## src/rtl/ha_array_reducer.sv

```systemverilog
// Consumer end of the 8x8 approximate-multiplier half-adder array.
// It captures four (t, b) array pairs and folds them into one product over four cycles.
module ha_array_reducer #(
    parameter bit SATURATE = 1'b1,
    parameter int OUT_W    = 16
) (
    input  logic             clk,
    input  logic             rst_n,
    input  logic             in_valid,
    output logic             in_ready,
    input  logic [8:0]       ha_array_0_t,
    input  logic [8:0]       ha_array_1_t,
    input  logic [8:0]       ha_array_2_t,
    input  logic [8:0]       ha_array_3_t,
    input  logic [6:0]       ha_array_0_b,
    input  logic [6:0]       ha_array_1_b,
    input  logic [6:0]       ha_array_2_b,
    input  logic [6:0]       ha_array_3_b,
    output logic             out_valid,
    input  logic             out_ready,
    output logic [OUT_W-1:0] product,
    output logic             ovf
);

    localparam int ACC_W = 18;             // holds 86615 without wrapping
    localparam int EXT_W = ACC_W + OUT_W;

    typedef enum logic [1:0] {IDLE, ACC, DONE} state_t;

    state_t           state_q, state_d;
    logic [1:0]       count_q, count_d;
    logic [ACC_W-1:0] acc_q, acc_d;
    logic [3:0][8:0]  t_q, t_d;
    logic [3:0][6:0]  b_q, b_d;
    logic [OUT_W-1:0] product_q, product_d;
    logic             ovf_q, ovf_d;

    logic             accept;
    logic [9:0]       v_sel;
    logic [ACC_W-1:0] contrib;
    logic [ACC_W-1:0] sum;
    logic [EXT_W-1:0] sum_ext;
    logic             sum_ovf;
    logic [OUT_W-1:0] sum_final;

    assign in_ready = (state_q == IDLE) | ((state_q == DONE) & out_ready);
    assign accept   = in_valid & in_ready;

    // Array value t + 4*b, then shifted to its weight 4^count in the product.
    assign v_sel   = 10'(t_q[count_q]) + {1'b0, b_q[count_q], 2'b00};
    assign contrib = {8'd0, v_sel} << {count_q, 1'b0};
    assign sum     = acc_q + contrib;

    assign sum_ext   = EXT_W'(sum);
    assign sum_ovf   = |sum_ext[EXT_W-1:OUT_W];
    assign sum_final = (SATURATE && sum_ovf) ? '1 : sum_ext[OUT_W-1:0];

    always_comb begin
        state_d   = state_q;
        count_d   = count_q;
        acc_d     = acc_q;
        t_d       = t_q;
        b_d       = b_q;
        product_d = product_q;
        ovf_d     = ovf_q;

        case (state_q)
            IDLE: begin
                if (accept) state_d = ACC;
            end
            ACC: begin
                acc_d   = sum;
                count_d = count_q + 2'd1;
                if (count_q == 2'd3) begin
                    product_d = sum_final;
                    ovf_d     = sum_ovf;
                    state_d   = DONE;
                end
            end
            DONE: begin
                if (out_ready) state_d = accept ? ACC : IDLE;
            end
            default: state_d = IDLE;
        endcase

        // A pop in DONE restarts accumulation in the same cycle as the hand-off.
        if (accept) begin
            t_d     = {ha_array_3_t, ha_array_2_t, ha_array_1_t, ha_array_0_t};
            b_d     = {ha_array_3_b, ha_array_2_b, ha_array_1_b, ha_array_0_b};
            acc_d   = '0;
            count_d = 2'd0;
        end
    end

    // NOTE: state updates use <= so every register samples pre-edge values; = here would race.
    always_ff @(posedge clk or negedge rst_n) begin
        if (!rst_n) begin
            state_q   <= IDLE;
            count_q   <= 2'd0;
            acc_q     <= '0;
            t_q       <= '0;
            b_q       <= '0;
            product_q <= '0;
            ovf_q     <= 1'b0;
        end else begin
            state_q   <= state_d;
            count_q   <= count_d;
            acc_q     <= acc_d;
            t_q       <= t_d;
            b_q       <= b_d;
            product_q <= product_d;
            ovf_q     <= ovf_d;
        end
    end

    assign out_valid = (state_q == DONE);
    assign product   = product_q;
    assign ovf       = ovf_q;

endmodule
```

## config.mk

```make
export PLATFORM = sky130hd
export DESIGN_NAME = ha_array_reducer
export DESIGN_NICKNAME = d
export VERILOG_FILES = /design/src/rtl/ha_array_reducer.sv
export SDC_FILE = /design/constraint.sdc
export NUM_CORES = 1
export LEC_CHECK = 0
export CAP_MARGIN = 20
export CORE_ASPECT_RATIO = 1.4
export CORE_UTILIZATION = 45
export CTS_CLUSTER_SIZE = 10
export DETAILED_ROUTE_END_ITERATION = 16
export GPL_TIMING_DRIVEN = 0
export HOLD_SLACK_MARGIN = 0.15
export MAX_ROUTING_LAYER = met4
export PLACE_DENSITY = 0.71
export SYNTH_ARGS = -nofsm -noshare
export SYNTH_HDL_FRONTEND = slang
export SYNTH_SLANG_ARGS = --single-unit
export TNS_END_PERCENT = 100
```

## constraint.sdc

```tcl
create_clock -name clk -period 4.7 [get_ports clk]
set_input_delay 0.47 -clock clk [delete_from_list [all_inputs] [get_ports clk]]
set_output_delay 0.47 -clock clk [all_outputs]
set_load 0.01 [all_outputs]
```

### Word level (Yosys, flattened, before mapping)

Cells that the tools add are included.

* flip-flop bits (word level): 103
* bits in latches: 0
* RAM bits: 0
* memory bits (read-only): 0
* bits of input ports: 68
* output and inout bits: 19
* word-level logic and storage cells: 46
* memories kept: 0

* add/sub/neg operators: 3
* $mul: 0
* div/mod/pow operators: 0
* order comparisons: 1
* eq/ne operators: 6
* shift-type cells: 1
* muxes and demuxes: 14
* bitwise logic cells: 3
* reduce and logical (&&, ||, !) cells: 5

Operator list (count)
* $mux 18: 2
* $add 18x18->18: 1
* $bmux 9 s2: 1
* $shl 10x3->18: 1
* $mux 16: 1
* $bmux 7 s2: 1
* $add 9x9->10: 1
* $mux 2: 5
* $mux 9: 1
* $mux 7: 1
* $pmux 2 s3: 1
* $eq 2x2->1 const B: 2
* $ne 2x2->1 const B: 2
* $lt 2x3->1 const B: 1
* $reduce_and 3->1: 1
* $add 2x1->2 const B: 1
* $and 1x1->1: 2
* $eq 2x1->1 const B: 1
* $logic_not 2->1: 1
* $ne 2x1->1 const B: 1
* $reduce_and 2->1: 1
* $reduce_bool 2->1: 1
* $reduce_or 2->1: 1
* $mux 1: 1
* $or 1x1->1: 1

### Logic depth before layout (Yosys ltp)

* depth after elaboration: 7
* gate-level depth with buffers: 21
* mapped depth without buffers: 17

### Worst setup path before layout

Ideal clock, no wire load.

* path type: reg2reg
* start point: register count_q[0]
* end point: register product_q[9] (netlist: product[9])
* setup time: 0.121 ns
* data arrival time: 4.655 ns
* required time: 4.579 ns
* path slack: -0.076 ns
* stages on the path, launching flop included: 20
* path buffers: 3
* clock period less this slack: 4.776 ns
* path through: dfrtp_1 clkbuf_1 buf_2 mux4_2 ha_1 a21oi_1 nor2_1 or4_1 o311a_1 a21o_1 o21a_1 ha_1 a21oi_1 o21ai_0 a221oi_2 o21ai_2 xnor2_2 nand3_4 buf_6 o22a_1

* word-level cells in the longest chain between the ends: 7
* elaborated cells between the ends (all ways): 11
* classes of those cells: add/sub (2); eq/ne (1); shift (1); mux (5); reduce/logical (2)

RTL lines
* from (decl): RTL line 31 `logic [1:0] count_q, count_d;`
* from (signal assigned): RTL line 107 `count_q <= count_d;`
* $bmux 9 s2 or $bmux 7 s2 (tied branches): RTL line 50 `assign v_sel = 10'(t_q[count_q]) + {1'b0, b_q[count_q], 2'b00};`
* $mux 9 (implied by the code) or $mux 7 (tied branches): RTL line 50
* $add 9x9->10: RTL line 50
* $shl 10x3->18: RTL line 51 `assign contrib = {8'd0, v_sel} << {count_q, 1'b0};`
* $add 18x18->18: RTL line 52 `assign sum = acc_q + contrib;`
* $reduce_or 2->1: RTL line 55 `assign sum_ovf = |sum_ext[EXT_W-1:OUT_W];`
* $mux 16: RTL line 56 `assign sum_final = (SATURATE && sum_ovf) ? '1 : sum_ext[OUT_W-1:0];`
* to (signal assigned): RTL line 111 `product_q <= product_d;`
* to (decl): RTL line 35 `logic [OUT_W-1:0] product_q, product_d;`

Several ways; a longest one is shown, not always the timed one. The select of a mux whose other input is x is not followed.
A chain may end at the register's enable or synchronous reset.

### Worst setup path after layout

* start point: register count_q[0]
* end point: register product_q[7] (netlist: product[7])

The elaborated chain is that of the path after synthesis.

==> impl_metrics.prom <==
# TYPE chip_impl_metric gauge
chip_impl_metric{name="pre_cts_slack",unit="ns"} -0.888
chip_impl_metric{name="synth_top_area_share",unit=""} 0.460
chip_impl_metric{name="critical-path-max-stage-delay",unit="ns"} 0.57
chip_impl_metric{name="asr_flop_ratio_synth",unit=""} 1.00
chip_impl_metric{name="fin_crit_sh",unit=""} 0.990
chip_impl_metric{name="cts.reportedPaths.clkPinSlew",unit="ns"} 0.07
chip_impl_metric{name="timing.final.setup_violations",unit=""} 0
chip_impl_metric{name="final_number_of_hold_violating_endpoints",unit=""} 0
chip_impl_metric{name="timing.final.crit_period",unit="ns"} 4.65
chip_impl_metric{name="ys_seq_area_frac",unit=""} 0.460
chip_impl_metric{name="drive_above_1_share",unit=""} 0.156
chip_impl_metric{name="post-route-drc-count",unit=""} 0
chip_impl_metric{name="fp.coreArea",unit="um^2"} 12000
chip_impl_info{name="clock-root-buffer",value="clkbuf_16"} 1
chip_impl_info{name="cpLargestDelayFamily",value="compound AO/OA/AOI/OAI gates"} 1
chip_impl_metric{name="num_rows",unit=""} 47
chip_impl_info{name="cp_slowest_cell",value="mux4_2"} 1
chip_impl_metric{name="top_level_ports",unit=""} 87
chip_impl_info{name="synthDominantAreaCellType",value="dfrtp_1"} 1
chip_impl_metric{name="clock_insertion_delay_worst_skew",unit="ns"} 0.35
chip_impl_metric{name="antenna_found_initial",unit=""} 0
chip_impl_metric{name="worst-endpoint-required",unit="ns"} 4.94
chip_impl_metric{name="design.die.area",unit="um^2"} 12900
chip_impl_info{name="clock_tree_from_tritoncts",value="built"} 1
chip_impl_info{name="hp-class",value="in -> async"} 1
chip_impl_metric{name="viasPerCell",unit=""} 5.51
chip_impl_metric{name="antenna-diode-count",unit=""} 0
chip_impl_metric{name="number_of_synthesis_warnings",unit=""} 0
chip_impl_metric{name="start_util",unit=""} 0.467
chip_impl_info{name="worst_setup_path_end_kind",value="flip-flop"} 1
chip_impl_metric{name="numCtsBuffers",unit=""} 9
chip_impl_info{name="cp-start-kind",value="flip-flop"} 1
chip_impl_metric{name="final-max-slew-violation-count",unit=""} 0
chip_impl_metric{name="cts.sinks",unit=""} 103
chip_impl_metric{name="layout_setup_ws",unit="ns"} 0.0484
chip_impl_info{name="run_status",value="completed"} 1
chip_impl_metric{name="final_net_count",unit=""} 831
chip_impl_info{name="ys_dominant_reg_cell",value="dfrtp_1"} 1
chip_impl_metric{name="grt_pass1_vias",unit=""} 4897
chip_impl_metric{name="detail-route-antenna-nets",unit=""} 0
chip_impl_metric{name="post_synth_inst_count",unit=""} 613
chip_impl_metric{name="cts.path.max_buffers",unit=""} 2
chip_impl_metric{name="finalClockSkew",unit="ns"} 0.00817
chip_impl_metric{name="hold_slack",unit="ns"} 0.127
chip_impl_info{name="grt_setup_unrepaired",value="yes"} 1
chip_impl_metric{name="cts_h_tree_depth",unit=""} 3
chip_impl_metric{name="post_synthesis_mean_instance_area",unit="um^2"} 9.14
chip_impl_metric{name="worst_ep_arrival_time",unit="ns"} 4.89
chip_impl_metric{name="fillCellCount",unit=""} 1036
chip_impl_metric{name="synth.distinct_cells",unit=""} 53
chip_impl_metric{name="port-buffer-count",unit=""} 86
chip_impl_metric{name="routed_wirelength",unit="um"} 15400
chip_impl_metric{name="synth_area",unit="um^2"} 5600
chip_impl_metric{name="fp.dieH",unit="um"} 134
chip_impl_metric{name="routed_wire_length_per_instance",unit="um"} 17.3
chip_impl_metric{name="achievable-frequency",unit="MHz"} 215
chip_impl_metric{name="worstPathBufferInverterCount",unit=""} 3
chip_impl_metric{name="dpl.hpwl",unit="um"} 11100
chip_impl_metric{name="grt_pass1_wl",unit="um"} 24300
chip_impl_info{name="netlist_top_cells_count",value="nand2_1, dfrtp_1, nor2_1, ha_1, clkbuf_1"} 1
chip_impl_metric{name="num_vias",unit=""} 4895
chip_impl_metric{name="ys_ff_latch",unit=""} 103
chip_impl_info{name="synth.most_common_cell",value="nand2_1"} 1
chip_impl_metric{name="dieWidth",unit="um"} 96.3
chip_impl_info{name="synth.area.top_cells",value="dfrtp_1, nand2_1, mux4_2, ha_1, o22a_1"} 1
chip_impl_metric{name="dr.pass1.iters",unit=""} 4
chip_impl_metric{name="syn_nets",unit=""} 707
chip_impl_metric{name="overall_routing_resource_usage",unit=""} 0.257
chip_impl_metric{name="dr.first_iter.drc_count",unit=""} 236
chip_impl_metric{name="residual_overflow_from_global_routing",unit=""} 0
chip_impl_metric{name="flow.area_growth_from_synthesis",unit="%"} 34.0
chip_impl_info{name="cp_cell_sequence",value="buf_8 -> mux4_2 -> ha_4 -> a21o_1 -> a21oi_4 -> nor2_1 -> or4_1 -> o311a_1 -> a21o_1 -> o2bb2ai_2 -> ha_1 -> buf_6 -> a21oi_4 -> o21ai_2 -> a221oi_2 -> o21ai_2 -> xnor2_2 -> nand3_4 -> clkbuf_16 -> o22a_1"} 1
chip_impl_metric{name="max_cap_violations",unit=""} 0
chip_impl_metric{name="grt_max_degree",unit=""} 61
chip_impl_metric{name="timing.max_slew.rel_slack",unit=""} 0.559
chip_impl_info{name="timing_worst_setup_path_type",value="reg -> reg"} 1
chip_impl_metric{name="synth-edff-count",unit=""} 0
chip_impl_metric{name="critical_path_peak_fanout",unit=""} 7
chip_impl_metric{name="worst_pin_slew",unit="ns"} 0.662
chip_impl_metric{name="routability_cong",unit=""} 0.883
## registers in the layout, indices dropped and copies added, names as in the netlist
register and count:
b_q 28, ovf 1, t_q 36, product 16, count_q 2, state_q 2, acc_q 18
## stage by stage
step	setup TNS, ns	instances	cell area, um^2	utilization
floorplan	0	613	5610	-
global placement	-83.60	846	6650	0.554
detailed placement	-16.69	847	6680	0.557
CTS	0	872	7130	0.595
global route	-1.26	889	7510	0.626
finish	0	889	7510	0.626
## cells by family after synthesis
kind of cell | Yosys count | synth area share
buffers and inverters | 41 | 0.0317
adders and majority gates | 26 | 0.0607
DFF | 103 | 0.460
and+or+nand+nor | 308 | 0.225
AOI/OAI and AO/OA | 98 | 0.127
muxes | 19 | 0.0654
xor gates and xnor gates | 18 | 0.0295
## what timing repair did
item                                    in CTS  in global routing
buffers inserted                            10                 16
gates cloned                                 0                  1
pin swaps                                    7                 37
hold buffers                                 0                  0
resized for setup                           23                 42
endpoints found under the setup margin      27                 20
## worst register-to-register path: stages, from the launching register on
cell and delay (ns):
dfrtp_1 0.39, buf_8 0.16, mux4_2 0.57, ha_4 0.27, a21o_1 0.18, a21oi_4 0.14, nor2_1 0.08, or4_1 0.40
o311a_1 0.15, a21o_1 0.21, o2bb2ai_2 0.14, ha_1 0.28, buf_6 0.15, a21oi_4 0.18, o21ai_2 0.09, a221oi_2 0.30
o21ai_2 0.13, xnor2_2 0.22, nand3_4 0.15, clkbuf_16 0.19, o22a_1 0.17
## per-layer routing
metal | track usage | share of wire | up-vias
li1 | - | - | 2318
met1 | 0.293 | 0.40 | 2402
met2 | 0.451 | 0.54 | 136
met3 | 0.0261 | 0.029 | 39
met4 | 0.107 | 0.030 | 0
met5 | - | 0 | -
## placed cells by master (no fill, tap or decap), drive strengths merged, types with 3 or more instances in the layout
master,synthesis,routed
clkinv,0,3
a211oi,3,3
inv,5,5
o21a,6,6
o31ai,3,3
clkdlybuf4s50,0,85
mux4,14,14
a21o,10,10
buf,13,42
o22a,16,16
nand2,248,248
mux2i,4,4
o2bb2ai,5,5
nor3,3,3
nand3,16,16
clkbuf,23,33
ha,24,24
a221oi,4,4
nor2,26,26
xor2,7,7
and2,3,3
a21oi,20,20
dfrtp,103,103
xnor2,11,11
nor2b,3,3
o21ai,23,23
## final timing paths
check | cells after the start | endpoint | slack [ns] | startpoint
worst max-delay path | 20 | product[7]$_DFFE_PN0P_ | 0.05 | count_q[0]$_DFFE_PN0P_
worst min-delay path | 1 | product[3]$_DFFE_PN0P_ | 0.13 | rst_n
worst max register to register | 20 | product[7]$_DFFE_PN0P_ | 0.05 | count_q[0]$_DFFE_PN0P_
worst min register to register | 2 | t_q[20]$_DFFE_PN0P_ | 0.47 | t_q[20]$_DFFE_PN0P_
max in group asynchronous | 2 | count_q[1]$_DFFE_PN0P_ | 3.87 | rst_n
min in group clk | 2 | t_q[20]$_DFFE_PN0P_ | 0.47 | t_q[20]$_DFFE_PN0P_
## layout make-up
class                   count  area (um^2)  share of cell area
multi-input cells         469         3130               0.417
flip-flops and latches    103         2580               0.343
repair buffers            114         1120               0.149
clock buffers              11          243              0.0323
plain buffers              35          201              0.0268
well taps                 147          184              0.0245
clock inverters             5         33.8             0.00450
inverters                   5         18.8             0.00250
Power is not shown: default switching activity piles up to over one toggle a cycle in this logic, so the estimate is an artifact.
